--- src/rtl/pbit_update_pkg.sv ---
// pbit_update_pkg: shared constants and helpers for the p-bit update slice.
//   MAC_TO_BETA  : width of the signed J*m+h field produced by the MAC stage.
//   BETA_W/FRAC  : default beta width and its fractional bits (16 = 1.0).
//   RND_W        : default random/activation resolution (must be <= 16).
//   LFSR_W/TAPS  : 16-bit Fibonacci LFSR, x^16+x^14+x^13+x^11+1.
//   lfsr_next()  : one shift-left step of that LFSR, feedback into bit 0.
package pbit_update_pkg;

  localparam int MAC_TO_BETA   = 16;
  localparam int BETA_W_DEF    = 8;
  localparam int BETA_FRAC_DEF = 4;
  localparam int RND_W_DEF     = 12;

  localparam int LFSR_W = 16;
  // Tap mask selects state bits 15, 13, 12 and 10 (polynomial exponents 16, 14, 13, 11).
  localparam logic [LFSR_W-1:0] LFSR_TAPS = 16'hB400;

  function automatic logic [LFSR_W-1:0] lfsr_next(input logic [LFSR_W-1:0] state);
    logic fb;
    fb = ^(state & LFSR_TAPS);
    return {state[LFSR_W-2:0], fb};
  endfunction

endpackage

--- src/rtl/pbit_lfsr.sv ---
// pbit_lfsr: 16-bit Fibonacci LFSR that steps only when asked to, so its output
// sequence is a function of the number of advances since reset.
//   clk   : rising-edge clock
//   rst_n : synchronous active-low reset, loads seed
//   adv   : advance one step this cycle
//   seed  : reset value, must be nonzero
//   state : current LFSR state
module pbit_lfsr
  import pbit_update_pkg::*;
(
  input  logic              clk,
  input  logic              rst_n,
  input  logic              adv,
  input  logic [LFSR_W-1:0] seed,
  output logic [LFSR_W-1:0] state
);

  // LFSR state register: load seed on reset, step on adv, otherwise hold.
  always_ff @(posedge clk) begin
    if (!rst_n) begin
      state <= seed;
    end else if (adv) begin
      state <= lfsr_next(state);
    end else begin
      state <= state;
    end
  end

endmodule

--- src/rtl/pbit_update.sv ---
// pbit_update: probabilistic-bit update stage following the J*m+h MAC.
// Scales the signed field by an annealed beta, clamps it (hard-tanh), and
// compares it with an LFSR uniform sample to produce the new spin state.
// Three-stage pipeline, one sample per cycle, no backpressure.
//   clk            : rising-edge clock
//   rst_n          : synchronous active-low reset
//   in_valid       : in_data valid this cycle
//   in_data        : signed field I = J*m+h
//   anneal_restart : pulse, returns beta to BETA_INIT next cycle
//   m_out          : p-bit state, 1 = +1, 0 = -1
//   out_valid      : m_out updated this cycle
//   beta_out       : current beta register, for debug/status
module pbit_update
  import pbit_update_pkg::*;
#(
  parameter int                IN_W          = MAC_TO_BETA,
  parameter int                BETA_W        = BETA_W_DEF,
  parameter int                BETA_FRAC     = BETA_FRAC_DEF,
  parameter int                RND_W         = RND_W_DEF,
  parameter int                BETA_INIT     = 16,
  parameter int                BETA_STEP     = 4,
  parameter int                BETA_MAX      = 255,
  parameter int                ANNEAL_PERIOD = 256,
  parameter logic [LFSR_W-1:0] LFSR_SEED     = 16'hACE1
) (
  input  logic              clk,
  input  logic              rst_n,
  input  logic              in_valid,
  input  logic [IN_W-1:0]   in_data,
  input  logic              anneal_restart,
  output logic              m_out,
  output logic              out_valid,
  output logic [BETA_W-1:0] beta_out
);

  localparam int PROD_W = IN_W + BETA_W + 1;
  localparam int CNT_W  = (ANNEAL_PERIOD > 1) ? $clog2(ANNEAL_PERIOD) : 1;

  // Clamp bounds of the activation, +/- 2^(RND_W-1), held in RND_W+1 signed bits.
  localparam logic signed [RND_W:0]    ACT_HI   = (RND_W+1)'(2**(RND_W-1));
  localparam logic signed [RND_W:0]    ACT_LO   = -ACT_HI;
  localparam logic signed [PROD_W-1:0] WIDE_HI  = PROD_W'(2**(RND_W-1));
  localparam logic signed [PROD_W-1:0] WIDE_LO  = -WIDE_HI;
  localparam logic [BETA_W-1:0]        BETA_RST = BETA_W'(BETA_INIT);
  localparam logic [BETA_W:0]          STEP_EXT = (BETA_W+1)'(BETA_STEP);
  localparam logic [BETA_W:0]          MAX_EXT  = (BETA_W+1)'(BETA_MAX);
  localparam logic [CNT_W-1:0]         CNT_LAST = CNT_W'(ANNEAL_PERIOD-1);

  logic [BETA_W-1:0]        beta_r;
  logic [CNT_W-1:0]         cnt_r;
  logic [BETA_W:0]          beta_sum_s;
  logic [BETA_W-1:0]        beta_next_s;

  logic signed [PROD_W-1:0] in_ext_s;
  logic signed [PROD_W-1:0] beta_ext_s;
  logic signed [PROD_W-1:0] prod_s;
  logic signed [PROD_W-1:0] scaled_s;
  logic signed [PROD_W-1:0] scaled_r;
  logic                     v1_r;

  logic signed [RND_W:0]    act_s;
  logic signed [RND_W:0]    act_r;
  logic                     v2_r;

  logic [LFSR_W-1:0]        lfsr_s;
  logic signed [RND_W:0]    rnd_s;
  logic                     unused_s;

  assign beta_out = beta_r;

  // Beta step with one spare bit so the sum saturates at BETA_MAX instead of wrapping.
  always_comb begin
    beta_sum_s  = {1'b0, beta_r} + STEP_EXT;
    beta_next_s = beta_r;
    if (beta_sum_s > MAX_EXT) begin
      beta_next_s = MAX_EXT[BETA_W-1:0];
    end else begin
      beta_next_s = beta_sum_s[BETA_W-1:0];
    end
  end

  // Anneal schedule: count accepted samples, step beta once per period; restart wins.
  always_ff @(posedge clk) begin
    if (!rst_n) begin
      beta_r <= BETA_RST;
      cnt_r  <= '0;
    end else if (anneal_restart) begin
      beta_r <= BETA_RST;
      cnt_r  <= '0;
    end else if (in_valid) begin
      if (cnt_r == CNT_LAST) begin
        cnt_r  <= '0;
        beta_r <= beta_next_s;
      end else begin
        cnt_r  <= cnt_r + 1'b1;
      end
    end else begin
      beta_r <= beta_r;
      cnt_r  <= cnt_r;
    end
  end

  // S1 combinational scale: beta is zero-extended so it multiplies as a positive value.
  always_comb begin
    in_ext_s   = PROD_W'($signed(in_data));
    beta_ext_s = PROD_W'($signed({1'b0, beta_r}));
    prod_s     = in_ext_s * beta_ext_s;
    scaled_s   = prod_s >>> BETA_FRAC;
  end

  // S1 register: scaled field and its valid.
  always_ff @(posedge clk) begin
    if (!rst_n) begin
      scaled_r <= '0;
      v1_r     <= 1'b0;
    end else begin
      scaled_r <= scaled_s;
      v1_r     <= in_valid;
    end
  end

  // S2 combinational clamp (hard-tanh) into RND_W+1 signed bits.
  always_comb begin
    act_s = scaled_r[RND_W:0];
    if (scaled_r > WIDE_HI) begin
      act_s = ACT_HI;
    end else if (scaled_r < WIDE_LO) begin
      act_s = ACT_LO;
    end else begin
      act_s = scaled_r[RND_W:0];
    end
  end

  // S2 register: clamped activation and its valid.
  always_ff @(posedge clk) begin
    if (!rst_n) begin
      act_r <= '0;
      v2_r  <= 1'b0;
    end else begin
      act_r <= act_s;
      v2_r  <= v1_r;
    end
  end

  // Uniform sample: low RND_W LFSR bits read as signed, sign-extended by one bit.
  assign rnd_s    = {lfsr_s[RND_W-1], lfsr_s[RND_W-1:0]};
  assign unused_s = ^lfsr_s[LFSR_W-1:RND_W];

  // S3 decide: new spin when a sample arrives, otherwise hold m_out.
  always_ff @(posedge clk) begin
    if (!rst_n) begin
      m_out     <= 1'b1;
      out_valid <= 1'b0;
    end else if (v2_r) begin
      m_out     <= (act_r > rnd_s);
      out_valid <= 1'b1;
    end else begin
      m_out     <= m_out;
      out_valid <= 1'b0;
    end
  end

  // The LFSR steps only after its value has been consumed by a valid S3 sample.
  pbit_lfsr u_lfsr (
    .clk   (clk),
    .rst_n (rst_n),
    .adv   (v2_r),
    .seed  (LFSR_SEED),
    .state (lfsr_s)
  );

endmodule

--- config.mk ---
export PLATFORM = sky130hd
export DESIGN_NAME = pbit_update
export DESIGN_NICKNAME = d
export VERILOG_FILES = /design/src/rtl/pbit_update_pkg.sv /design/src/rtl/pbit_lfsr.sv /design/src/rtl/pbit_update.sv
export SDC_FILE = /design/constraint.sdc
export NUM_CORES = 1
export LEC_CHECK = 0
export BUFFER_PORTS_ARGS = -buffer_cell sky130_fd_sc_hd__buf_2
export CORE_MARGIN = 1
export CORE_UTILIZATION = 55
export CTS_BUF_LIST = sky130_fd_sc_hd__clkbuf_4 sky130_fd_sc_hd__clkbuf_8
export DETAILED_ROUTE_END_ITERATION = 10
export PLACE_DENSITY = 0.68
export SLEW_MARGIN = 15
export SYNTH_ARGS = -nofsm -noshare
export SYNTH_HDL_FRONTEND = slang
export SYNTH_SLANG_ARGS = --single-unit
--- constraint.sdc ---
create_clock -name clk -period 10.6 [get_ports clk]
set_clock_uncertainty 0.2 [all_clocks]
set_input_delay 2.12 -clock clk [delete_from_list [all_inputs] [get_ports clk]]
set_output_delay 2.12 -clock clk [all_outputs]
set_load 0.005 [all_outputs]
==> results.yml <==
run_status:
  status: "complete, no violations"
synth:
  synth_cell_types: 55
  ys_warn_count: 0
  synthesis.area_sq_um: 7220
  avgSynthCellArea_sq_um: 8.95
  synth_ff_type: "dfxtp_1"
  synth_top_area_share_pct: 27.5
  async_flop_share_pct: 0
  syn_inst: 807
  synth_seq_cells: 69
  yosysSeqAreaShare_pct: 19.1
  synth_nets: 989
  synth-edff-count: 0
  synth_top_cells_by_area: "fa_1, dfxtp_1, ha_1"
  yosys.area.top_type: "fa_1"
sta:
  hold_viol: 0
  tns_ps: 0
  fin_crit_sh_pct: 58.8
  rsz0062_at_grt: "no"
  setup_viol: 0
  fin_crit_ps: 6230
  max_freq_mhz: 160
  slew_headroom_pct: 32.3
  tightest_slew_ps: 1010
  finalMaxSlewViolations: 0
floorplanning:
  die_h_um: 117
  pin_count: 30
  fp.coreArea_sq_um: 12700
  rows: 41
  initial_utilization_pct: 56.7
  dieArea_sq_um: 13600
  fp.dieW_um: 117
worst_setup_path:
  critPathKind: "in2reg"
  slowest_stage: "fa_1"
  startpoint_type: "input pin"
  r2r_cells: 15
  end_kind: "flip-flop"
  cp_max_fo: 7
  crit_chain: "buf_2 > nand2_1 > inv_1 > fa_1 > inv_1 > fa_1 > fa_1 > fa_1 > inv_1 > ha_1 > nand2_1 > nand2b_1 > a21o_1 > a21o_1 > or3_1 > and3_1"
  rr_endpoint: "scaled_r[20]"
  cp-startpoint: "in_data[15]"
  regToRegSetupSlack_ps: 5360
  r2r-start: "beta_out[0]"
  crit_required_ps: 10640
  crit_family: "adder cells"
  cpMostUsedCell: "fa_1"
  slowest_delay_ps: 640
  cp_num_buf_inv: 4
  crit_arrival_ps: 6270
detailed_routing:
  dr.pass1.iters: 6
  drc: 0
  drtIter0Drc: 225
  ant_nets: 0
  wl_mm: 13.9
  via_per_inst: 5.16
  wire_per_inst_um: 13.9
  vias: 5155
clocking:
  cts_setup_buffers: 0
  htree_levels: 3
  clk_pin_slew_worst_paths_ps: 70
  cts_made_buffers: 9
  ctsResizeCount: 0
  tritoncts: "yes"
  clock_path_buffers: 2
  clk_latency_ps: 340
  cts.sinks: 69
  holdBufCountCts: 0
  root_buffer: "clkbuf_8"
run:
  cap_viol_max_count: 0
placement:
  dpl_cell_area_sq_um: 7470
  place_congestion: 0.907
  numPortBuffers: 29
  place.detailed.hpwl_mm: 11.2
global_route:
  antenna_found_initial: 0
  grt_pass1_wl_mm: 25.0
  grt_pass1_vias: 5484
  grt.total_usage_pct: 23.5
  grt_max_degree: 34
  grt_overflow_total: 0
worst_hold_path:
  min_path_cells: 1
  hold_start: "v1_r"
  hold_end: "v2_r"
  hp-class: "reg2reg"
power_and_ir_drop:
  p_leak_nw: 3.93
  power.density_nw_per_um2: 74.1
  ir_drop_mv: 0.0685
finish:
  synthToLayoutAreaGrowth_pct: 6.45
  final_common_cell: "inv_1"
  antenna-diode-count: 0
  fin_area_sq_um: 7680
  drive_above_1_share_pct: 6.65
  fillers: 1176
  nNetsFinal: 1005
  layout_common_cells: "inv_1, fa_1, and2_1, nand2_1, dfxtp_1"
[sequential cells by signal, indices dropped and copies added (netlist names)]
| signal | cells |
|---|---|
| v2_r | 1 |
| out_valid | 1 |
| m_out | 1 |
| cnt_r | 8 |
| act_r | 13 |
| scaled_r | 21 |
| v1_r | 1 |
| beta_out | 7 |
| u_lfsr.state | 16 |
[per-layer routing]
metal | vias up | wire length (um) | GRT usage (%)
met4 | 0 | 201 | 5.40
met5 | - | 0 | 0
met2 | 77 | 7040 | 42.6
met3 | 21 | 386 | 3.53
li1 | 2539 | - | -
met1 | 2518 | 6260 | 29.4
[synthesized netlist by cell type, types with 6 or more instances]
library cell and n:
a21o_1 17, a21oi_1 14, a31oi_1 6, and2_1 93, clkbuf_1 18, dfxtp_1 69, fa_1 99, ha_1 63
inv_1 161, mux2i_1 19, nand2_1 70, nand2b_1 6, nand3_1 10, nand4_1 8, nor2_1 43, nor3_1 6
o21a_1 6, o21ai_0 13, xnor2_1 17, xor2_1 8
[cells by family after synthesis]
family | count (synthesis) | synth area share [%]
mux | 19 | 2.63
xor+xnor | 25 | 3.03
simple gates | 259 | 18.7
buf+inv | 186 | 9.91
compound gates | 87 | 8.25
fa+ha+maj | 162 | 38.4
flops | 69 | 19.1
[power by group]
group          internal [mW]  leakage [nW]  switching [mW]
registers              0.268         0.565         0.00585
logic                 0.0270          3.27          0.0387
clock network          0.131         0.101          0.0996
total                  0.426          3.93           0.144
[cell type report]
| cell class | count | area (sq um) | area share [%] |
|---|---|---|---|
| Tap cell | 172 | 215 | 2.80 |
| Timing Repair Buffer | 29 | 145 | 1.89 |
| Multi-Input combinational cell | 552 | 5120 | 66.7 |
| Inverter | 162 | 608 | 7.91 |
| Clock buffer | 9 | 124 | 1.61 |
| Sequential cell | 69 | 1380 | 18.0 |
| Clock inverter | 6 | 88.8 | 1.16 |
[how the worst max path moves through the flow]
| stage | endpoint | slack (ps) | cells past startpoint |
|---|---|---|---|
| 3_3_place_gp | scaled_r[15] | 4140 | 15 |
| 4_1_cts | scaled_r[20] | 4390 | 16 |
| 6_report | scaled_r[20] | 4370 | 16 |
| 5_1_grt | scaled_r[20] | 4170 | 16 |
| 3_5_place_dp | scaled_r[20] | 4020 | 16 |
| 2_1_floorplan | scaled_r[20] | 4430 | 15 |
[per-stage QoR]
stage | util (%) | setup WS [ps] | power, mW | cells | hold slack, ps
after floorplan | - | 4430 | 0.324 | 807 | 212
after global placement | 58.7 | 4140 | 0.343 | 984 | 215
after detailed placement | 58.7 | 4020 | 0.345 | 984 | 226
after CTS | 60.4 | 4390 | 0.577 | 999 | 245
after global routing | 60.4 | 4170 | 0.599 | 999 | 248
final | 60.4 | 4370 | 0.570 | 999 | 243
Power figures use the tool's default switching activity.
